$ cat config.mk
export PLATFORM = sky130hd
export DESIGN_NAME = mdu_div
export DESIGN_NICKNAME = d
export VERILOG_FILES = /design/src/rtl/mdu_pkg.sv /design/src/rtl/mdu_div_step.sv /design/src/rtl/mdu_div.sv
export SDC_FILE = /design/constraint.sdc
export NUM_CORES = 1
export LEC_CHECK = 0
export ABC_AREA = 1
export CORE_MARGIN = 2
export CORE_UTILIZATION = 48
export DETAILED_ROUTE_END_ITERATION = 10
export PLACE_DENSITY = 0.72
export SYNTH_ARGS = -nofsm -noshare
export SYNTH_HDL_FRONTEND = slang
export SYNTH_SLANG_ARGS = --single-unit
$ cat constraint.sdc
create_clock -name clk -period 3.7 [get_ports clk]
set_input_delay 0.925 -clock clk [delete_from_list [all_inputs] [get_ports clk]]
set_output_delay 0.925 -clock clk [all_outputs]
set_load 0.02 [all_outputs]
$ cat src/rtl/mdu_pkg.sv
// Shared types and constants for the iterative divider (mdu_div).
// Signed-division support is controlled by the MDU_SIGNED_DIV_EN macro in mdu_div.
package mdu_pkg;

  typedef enum logic [1:0] {
    IDLE = 2'd0,
    RUN  = 2'd1,
    FIX  = 2'd2,
    DONE = 2'd3
  } state_t;

  localparam int DEFAULT_WIDTH = 32;

  // Quotient reported for a zero divisor; sliced down to WIDTH (WIDTH <= 64).
  localparam logic [63:0] DIV0_QUOTIENT = 64'hFFFF_FFFF_FFFF_FFFF;

  function automatic int cnt_width(input int width);
    return $clog2(width) + 1;
  endfunction

endpackage

$ cat src/rtl/mdu_div_step.sv
// One restoring-division iteration: shift {rem, quo} left, trial-subtract, restore on borrow.
module div_step #(
  parameter int WIDTH = 32
) (
  input  logic [WIDTH-1:0] rem,
  input  logic [WIDTH-1:0] quo,
  input  logic [WIDTH-1:0] dvs,
  output logic [WIDTH-1:0] rem_next,
  output logic [WIDTH-1:0] quo_next
);

  logic [WIDTH:0] shifted;
  logic [WIDTH:0] diff;
  logic           borrow;

  // The partial remainder is always below the divisor, so diff[WIDTH] is the borrow.
  assign shifted  = {rem, quo[WIDTH-1]};
  assign diff     = shifted - {1'b0, dvs};
  assign borrow   = diff[WIDTH];
  assign rem_next = borrow ? shifted[WIDTH-1:0] : diff[WIDTH-1:0];
  assign quo_next = {quo[WIDTH-2:0], ~borrow};

endmodule

$ cat src/rtl/mdu_div.sv
// Multi-cycle restoring divider (div/divu); 34-cycle latency, 1 cycle on divide-by-zero.
// Define MDU_SIGNED_DIV_EN to enable signed division; otherwise is_signed is ignored.
module mdu_div
  import mdu_pkg::*;
#(
  parameter int WIDTH = DEFAULT_WIDTH
) (
  input  logic             clk,
  input  logic             rst_n,
  input  logic             start,
  input  logic             is_signed,
  input  logic [WIDTH-1:0] dividend,
  input  logic [WIDTH-1:0] divisor,
  output logic             busy,
  output logic             done,
  output logic [WIDTH-1:0] quotient,
  output logic [WIDTH-1:0] remainder,
  output logic             div_zero
);

`ifdef MDU_SIGNED_DIV_EN
  localparam bit SIGNED_EN = 1'b1;
`else
  localparam bit SIGNED_EN = 1'b0;
`endif

  localparam int            CW   = cnt_width(WIDTH);
  localparam logic [CW-1:0] LAST = CW'(WIDTH - 1);

  state_t           state, state_next;
  logic [CW-1:0]    cnt;
  logic [WIDTH-1:0] quo_q, rem_q, dvs_q;
  logic [WIDTH-1:0] step_rem, step_quo;
  logic [WIDTH-1:0] dvd_mag, dvs_mag;
  logic             neg_q, neg_r, div_zero_q;
  logic             signed_req, dvd_neg, dvs_neg, accept, div0;

  assign signed_req = SIGNED_EN & is_signed;
  assign dvd_neg    = signed_req & dividend[WIDTH-1];
  assign dvs_neg    = signed_req & divisor[WIDTH-1];
  assign dvd_mag    = dvd_neg ? -dividend : dividend;
  assign dvs_mag    = dvs_neg ? -divisor : divisor;
  assign accept     = (state == IDLE) && start;
  assign div0       = (divisor == '0);

  div_step #(.WIDTH(WIDTH)) u_step (
    .rem      (rem_q),
    .quo      (quo_q),
    .dvs      (dvs_q),
    .rem_next (step_rem),
    .quo_next (step_quo)
  );

  always_ff @(posedge clk or negedge rst_n) begin
    if (!rst_n) state <= IDLE;
    else        state <= state_next;
  end

  always_comb begin
    state_next = state;
    case (state)
      IDLE:    if (start) state_next = div0 ? DONE : RUN;
      RUN:     if (cnt == LAST) state_next = FIX;
      FIX:     state_next = DONE;
      DONE:    state_next = IDLE;
      default: state_next = IDLE;
    endcase
  end

  always_comb begin
    busy = (state != IDLE);
    done = (state == DONE);
  end

  // Working registers double as the result outputs; FIX applies the signs in place.
  always_ff @(posedge clk or negedge rst_n) begin
    if (!rst_n) begin
      cnt        <= '0;
      quo_q      <= '0;
      rem_q      <= '0;
      dvs_q      <= '0;
      neg_q      <= 1'b0;
      neg_r      <= 1'b0;
      div_zero_q <= 1'b0;
    end else begin
      case (state)
        IDLE: begin
          if (accept) begin
            cnt        <= '0;
            div_zero_q <= div0;
            if (div0) begin
              quo_q <= DIV0_QUOTIENT[WIDTH-1:0];
              rem_q <= dividend;
              dvs_q <= '0;
              neg_q <= 1'b0;
              neg_r <= 1'b0;
            end else begin
              quo_q <= dvd_mag;
              rem_q <= '0;
              dvs_q <= dvs_mag;
              neg_q <= dvd_neg ^ dvs_neg;
              neg_r <= dvd_neg;
            end
          end
        end
        RUN: begin
          quo_q <= step_quo;
          rem_q <= step_rem;
          cnt   <= cnt + 1'b1;
        end
        FIX: begin
          if (neg_q) quo_q <= -quo_q;
          if (neg_r) rem_q <= -rem_q;
        end
        default: ;
      endcase
    end
  end

  assign quotient  = quo_q;
  assign remainder = rem_q;
  assign div_zero  = div_zero_q;

endmodule

==> flow_metrics.py, run 1 <==
metrics = {
    "outcome": {
        "status": "finished clean",
    },
    "min_path": {
        "hold_start": "dvs_q[21]",
        "hold_path_depth": 2,
        "hold_path.class": "reg -> reg",
        "min_to": "dvs_q[21]",
    },
    "timing": {
        "rsz0062_at_grt": "no",
        "setup-violations-final": 0,
        "worst_pin_slew_ns": 1.00,
        "finalMaxSlewViolations": 0,
        "fin_setup_tns_ns": 0,
        "max_freq_mhz": 354,
        "post-route-period-util_pct": 76.3,
        "max-slew-margin-rel_pct": 33.1,
        "hold_viol": 0,
        "skew_ns": 0.0110,
        "min_period_ns": 2.82,
    },
    "yosys": {
        "synth_edf_count": 0,
        "synth_area_leaders": "dfrtp_1 32%, nand2_1 22%, inv_1 11%, ha_1 5.7%, nor2_1 4.8%",
        "synth-seq-cells": 105,
        "synth-async-reset-ratio_pct": 100,
        "ys_seq_area_share_pct": 32.4,
        "synth.largest_area_cell": "dfrtp_1",
        "synth_top_area_share_pct": 32.4,
        "synth_nets": 1395,
        "avgSynthCellArea_um2": 6.29,
        "post_synth_inst_count": 1289,
        "ys_warn_count": 0,
        "yosys_most_used_dff": "dfrtp_1",
        "synth.distinct_cells": 35,
        "syn_area_mm2": 0.00811,
    },
    "global_routing": {
        "grt_pass1_wl_mm": 39.2,
        "grt_max_degree": 61,
        "grt_pass1_vias": 7617,
        "grt_antenna_before_repair": 0,
        "globalRouteOverflowTotal": 0,
        "grt_use_total_pct": 27.6,
    },
    "worst_setup_path": {
        "arrival_ns": 3.10,
        "cp-end-kind": "flop",
        "rr_worst_depth": 17,
        "critPathLaunch": "quotient[31]",
        "r2r_start": "quotient[31]",
        "cpMaxStageDelayCell": "fa_1",
        "cp_cell_sequence": "inv_1, ha_1, fa_1, inv_1, nand2_1, nand2_1, nand3_1, nand2_2, nand2_1, nand2_2, nand2_2, nand2_2, nand2_4, buf_4, nand3b_1, nand3_1, a21oi_1",
        "timing.rr.end": "remainder[12]",
        "required_ns": 3.97,
        "crit_top_cell": "nand2_2",
        "cpPeakStageDelay_ns": 0.41,
        "r2r_slack_ns": 0.88,
        "cp_max_fo": 32,
        "critPathKind": "reg -> reg",
        "start_kind": "flop",
    },
    "finish": {
        "final_layout_size_suffix_gt1_share_pct": 3.63,
        "nets": 1507,
        "syn_to_final_growth_pct": 22.3,
        "antennaDiodeCount": 0,
        "multi_input_area_mm2": 0.00435,
        "seqCellArea_mm2": 0.00263,
        "fillers": 1631,
    },
    "run": {
        "cap_violations": 0,
    },
    "cts": {
        "numClockSinks": 105,
        "cts_htree_levels": 3,
        "clk_pin_slew_worst_paths_ns": 0.08,
        "ctsHoldBuffers": 0,
        "clk_latency_ns": 0.35,
        "cts_buffer_depth": 2,
        "cts_tree": "done",
        "cts-resized-gates": 0,
        "cts_buffers": 9,
        "root_buffer": "clkbuf_16",
        "post_cts_buffers": 0,
    },
    "floorplan": {
        "die_area_mm2": 0.0179,
        "num_rows": 47,
        "core-area_mm2": 0.0165,
        "pin_count": 135,
        "die_h_um": 134,
        "start_util_pct": 49.1,
        "dieWidth_um": 134,
    },
    "place": {
        "dp_hpwl_mm": 18.8,
        "gp_congestion": 0.915,
        "io_buffers": 133,
    },
    "route": {
        "antenna_left": 0,
        "wire_per_inst_um": 14.9,
        "via_per_inst": 5.11,
        "drc": 0,
        "route.final.wire_length_mm": 24.3,
        "drt_iter0_drc": 559,
        "vias": 8304,
        "dr.pass1.iters": 7,
    },
}
layout by cell type (no fill, tap or decap), types with 9 or more instances in the layout:
cell	instances
a21oi_1	61
a41oi_1	31
buf_4	14
clkbuf_16	9
clkdlybuf4s50_1	132
dfrtp_1	105
ha_1	36
inv_1	244
nand2_1	466
nand3_1	63
nand3b_1	20
nand4_1	12
nor2_1	104
o21ai_0	40
xor2_1	15
worst max path at each step:
stage,to,depth (start not counted)
detailed placement,remainder[12],11
floorplan,remainder[10],18
global placement,remainder[10],11
global route,remainder[20],18
finish,remainder[12],17
CTS,remainder[20],18
cell usage after synthesis, types with 6 or more instances:
library cell,count
a21oi_1,61
a41oi_1,31
and2_1,6
buf_2,13
clkbuf_1,25
dfrtp_1,105
ha_1,37
inv_1,244
nand2_1,466
nand3_1,63
nand3b_1,20
nand4_1,12
nor2_1,104
nor2_2,6
nor3_1,8
o21ai_0,40
xor2_1,15
metal layers:
metal / wire [um] / global-route usage (%)
met1: 11900 / 41.4
met2: 10600 / 42.1
met3: 1440 / 4.46
met4: 257 / 5.85
met5: 0 / 0
stage by stage:
stage	setup WS (ns)	area, um2	instances	hold slack, ns	util, %
finish	0.877	9920	1626	0.488	60.0
floorplan	1.34	8110	1289	0.453	-
CTS	0.911	9920	1626	0.491	60.0
global placement	0.639	9630	1610	0.468	58.3
detailed placement	0.637	9630	1610	0.475	58.3
global route	0.648	9920	1626	0.521	60.0
logic make-up (layout without fill, tap and decap cells):
logic type | Yosys count | after routing | share of synthesized area, %
compound gates | 140 | 140 | 10.3
xor+xnor | 16 | 16 | 1.73
fa+ha+maj | 38 | 38 | 5.96
buf+inv | 293 | 410 | 14.0
flops | 105 | 105 | 32.4
simple gates | 697 | 697 | 35.6
final cells by class:
type | count | area share [%]
clock buffer | 10 | 2.41
clock inverter | 6 | 0.492
inverter | 247 | 9.35
multi-input combinational | 891 | 43.9
sequential | 105 | 26.5
tap | 220 | 2.78
timing repair buffer | 147 | 14.6
sequential cells by signal (all words and copies together), names as in the netlist:
| signal | count |
|---|---|
| cnt | 6 |
| remainder | 32 |
| quotient | 32 |
| div_zero | 1 |
| dvs_q | 32 |
| state | 2 |
critical path, delay by kind of cell, from the launching register on:
family                   cells  cell delay (ns)
AND/OR/NAND/NOR             11             1.05
adder cells (fa/ha/maj)      2             0.65
buffers and inverters        3             0.44
flip-flops                   1             0.38
AO/OA/AOI/OAI                1             0.17
Power of run 1 is not shown: default switching activity piles up to over one toggle a cycle in this logic, so the estimate is an artifact.
==> inputs of run 2 (changes only) <==
- clock period: 3.7 -> 2.6 ns (I/O delays scaled with it)
==> run 2 against run 1 <==
Count of clock-buffer cells in the layout stayed put. First-iteration DRC count increased by 30%. Global-route usage increased by 0.43 points. Setup slack worse by 0.75 ns. Wire length grew 1.7%. Via count grew 2.6%. Non-clock buffer count is 47 higher. Sequential share of layout area decreased by 1.5 points. Flip-flop and latch count stayed put. Clock skew shrank 0.0025 ns. Hold slack got worse by 0.22 ns. Final area up 5.9%. Critical path type is now reg -> out.
==> flow_metrics.py, run 2 (synthesis gave the netlist of run 1 again) <==
metrics = {
    "timing": {
        "finalWorstSetupSlack_ns": 0.125,
        "max_freq_mhz": 404,
        "hold_viol": 0,
        "finalMaxSlewViolations": 0,
        "post-route-period-util_pct": 95.2,
        "setup-violations-final": 0,
        "max-slew-margin-rel_pct": 58.3,
        "worst_pin_slew_ns": 0.619,
        "fin_setup_tns_ns": 0,
        "skew_ns": 0.00843,
        "min_period_ns": 2.48,
    },
    "finish": {
        "antennaDiodeCount": 0,
        "nets": 1554,
        "multi_input_area_mm2": 0.00443,
        "fillers": 1543,
        "final_layout_size_suffix_gt1_share_pct": 7.85,
        "seqCellArea_mm2": 0.00263,
        "syn_to_final_growth_pct": 29.5,
        "mostFrequentLayoutCells": "465 x nand2_1, 242 x inv_1, 132 x clkdlybuf4s50_1, 105 x dfrtp_1, 103 x nor2_1",
        "fin_area_mm2": 0.0105,
        "layout_commonest_cell": "nand2_1",
        "post-route-util_pct": 63.5,
    },
    "cts": {
        "clk_pin_slew_worst_paths_ns": 0.08,
        "clk_latency_ns": 0.36,
        "cts_buffers": 9,
        "root_buffer": "clkbuf_16",
        "cts_htree_levels": 3,
        "cts_tree": "done",
        "numClockSinks": 105,
        "ctsHoldBuffers": 0,
        "cts_buffer_depth": 2,
    },
    "worst_setup_path": {
        "critPathKind": "reg -> out",
        "arrival_ns": 1.83,
        "cp-end-kind": "output pin",
        "cp_max_fo": 5,
        "required_ns": 1.95,
        "start_kind": "flop",
    },
    "route": {
        "via_per_inst": 5.09,
        "drc": 0,
        "antenna_left": 0,
        "wire_per_inst_um": 14.8,
        "route.final.wire_length_mm": 24.7,
        "dr.pass1.iters": 7,
        "drt_iter0_drc": 727,
        "vias": 8523,
    },
    "global_routing": {
        "globalRouteOverflowTotal": 0,
        "grt_pass1_wl_mm": 40.1,
        "grt_use_total_pct": 28.1,
        "grt_antenna_before_repair": 0,
        "grt_pass1_vias": 8166,
        "grt_max_degree": 49,
    },
    "floorplan": {
        "start_util_pct": 49.1,
        "num_rows": 47,
        "pin_count": 135,
        "die_area_mm2": 0.0179,
        "die_h_um": 134,
        "dieWidth_um": 134,
        "core-area_mm2": 0.0165,
    },
    "place": {
        "io_buffers": 133,
        "dp_hpwl_mm": 19.3,
        "dp_slack_ns": -0.144,
        "gp_congestion": 0.987,
        "place_area_mm2": 0.0100,
    },
    "min_path": {
        "hold_path.class": "in -> async",
    },
    "outcome": {
        "status": "finished clean",
    },
    "run": {
        "cap_violations": 0,
    },
}
==> run 2: cell types whose count changed in the layout (fill, tap and decap cells not counted), moves of 2 or more <==
cell,delta
clkbuf_16,+2
ha_1,-3
a21oi_2,+5
inv_1,-2
ha_2,+3
a21oi_1,-6
buf_12,+7
inv_2,+2
buf_4,+37
==> run 2: worst max-delay path, cell delays in order (launching register included) <==
cell             delay (ns)
dfrtp_1                0.39
inv_1                  0.09
ha_1                   0.25
inv_1                  0.12
clkdlybuf4s50_1        0.63
==> run 2: layer usage <==
metal  wire length (um)  up-vias  share of wire (%)  GRT usage (%)
met4                556        0                2.3           8.33
met1              11600     3902                 47           40.7
met2              10700      290                 43           42.9
li1                   -     4293                  -              -
met5                  0        -                  0              0
met3               1830       38                7.4           5.06
==> run 2: timing repair <==
item / CTS / global route
gates cloned: 0 / 2
resized for setup: 2 / 19
setup buffers: 0 / 3
endpoints found under the setup margin: 7 / 33
pin swaps: 0 / 6
==> run 2: path summary, 6_finish.rpt <==
| kind | end | startpoint | cells past startpoint | slack, ns |
|---|---|---|---|---|
| max | busy | state[0] | 4 | 0.12 |
| min | quotient[5] | rst_n | 1 | 0.26 |
| max reg2reg | remainder[17] | quotient[31] | 19 | 0.16 |
| min reg2reg | dvs_q[13] | dvs_q[13] | 2 | 0.49 |
| max in group asynchronous | remainder[10] | rst_n | 2 | 1.65 |
| min in group clk | dvs_q[13] | dvs_q[13] | 2 | 0.49 |
==> run 2: final cells by class <==
cell class | count | share of cell area, %
flip-flops and latches | 105 | 25.0
clock buffers | 10 | 2.28
inverters | 247 | 8.83
repair buffers | 194 | 18.3
multi-input cells | 891 | 42.2
well taps | 220 | 2.62
clock inverters | 6 | 0.703
==> run 2: metrics by stage <==
step,instances,hold slack [ns]
final,1673,0.264
after global routing,1673,0.298
after CTS,1668,0.271
after detailed placement,1652,0.478
after global placement,1652,0.469
after floorplan,1289,0.354
Power of run 2 is left out for the same reason.
==> inputs of run 3 (changes only) <==
- ABC_CLOCK_PERIOD_IN_PS: not set -> 2600
- CAP_MARGIN: not set -> 5
==> results of run 3 <==
Same layout as run 2: the final DEF is identical, and so are final timing and power.
Power of run 3 is left out for the same reason.
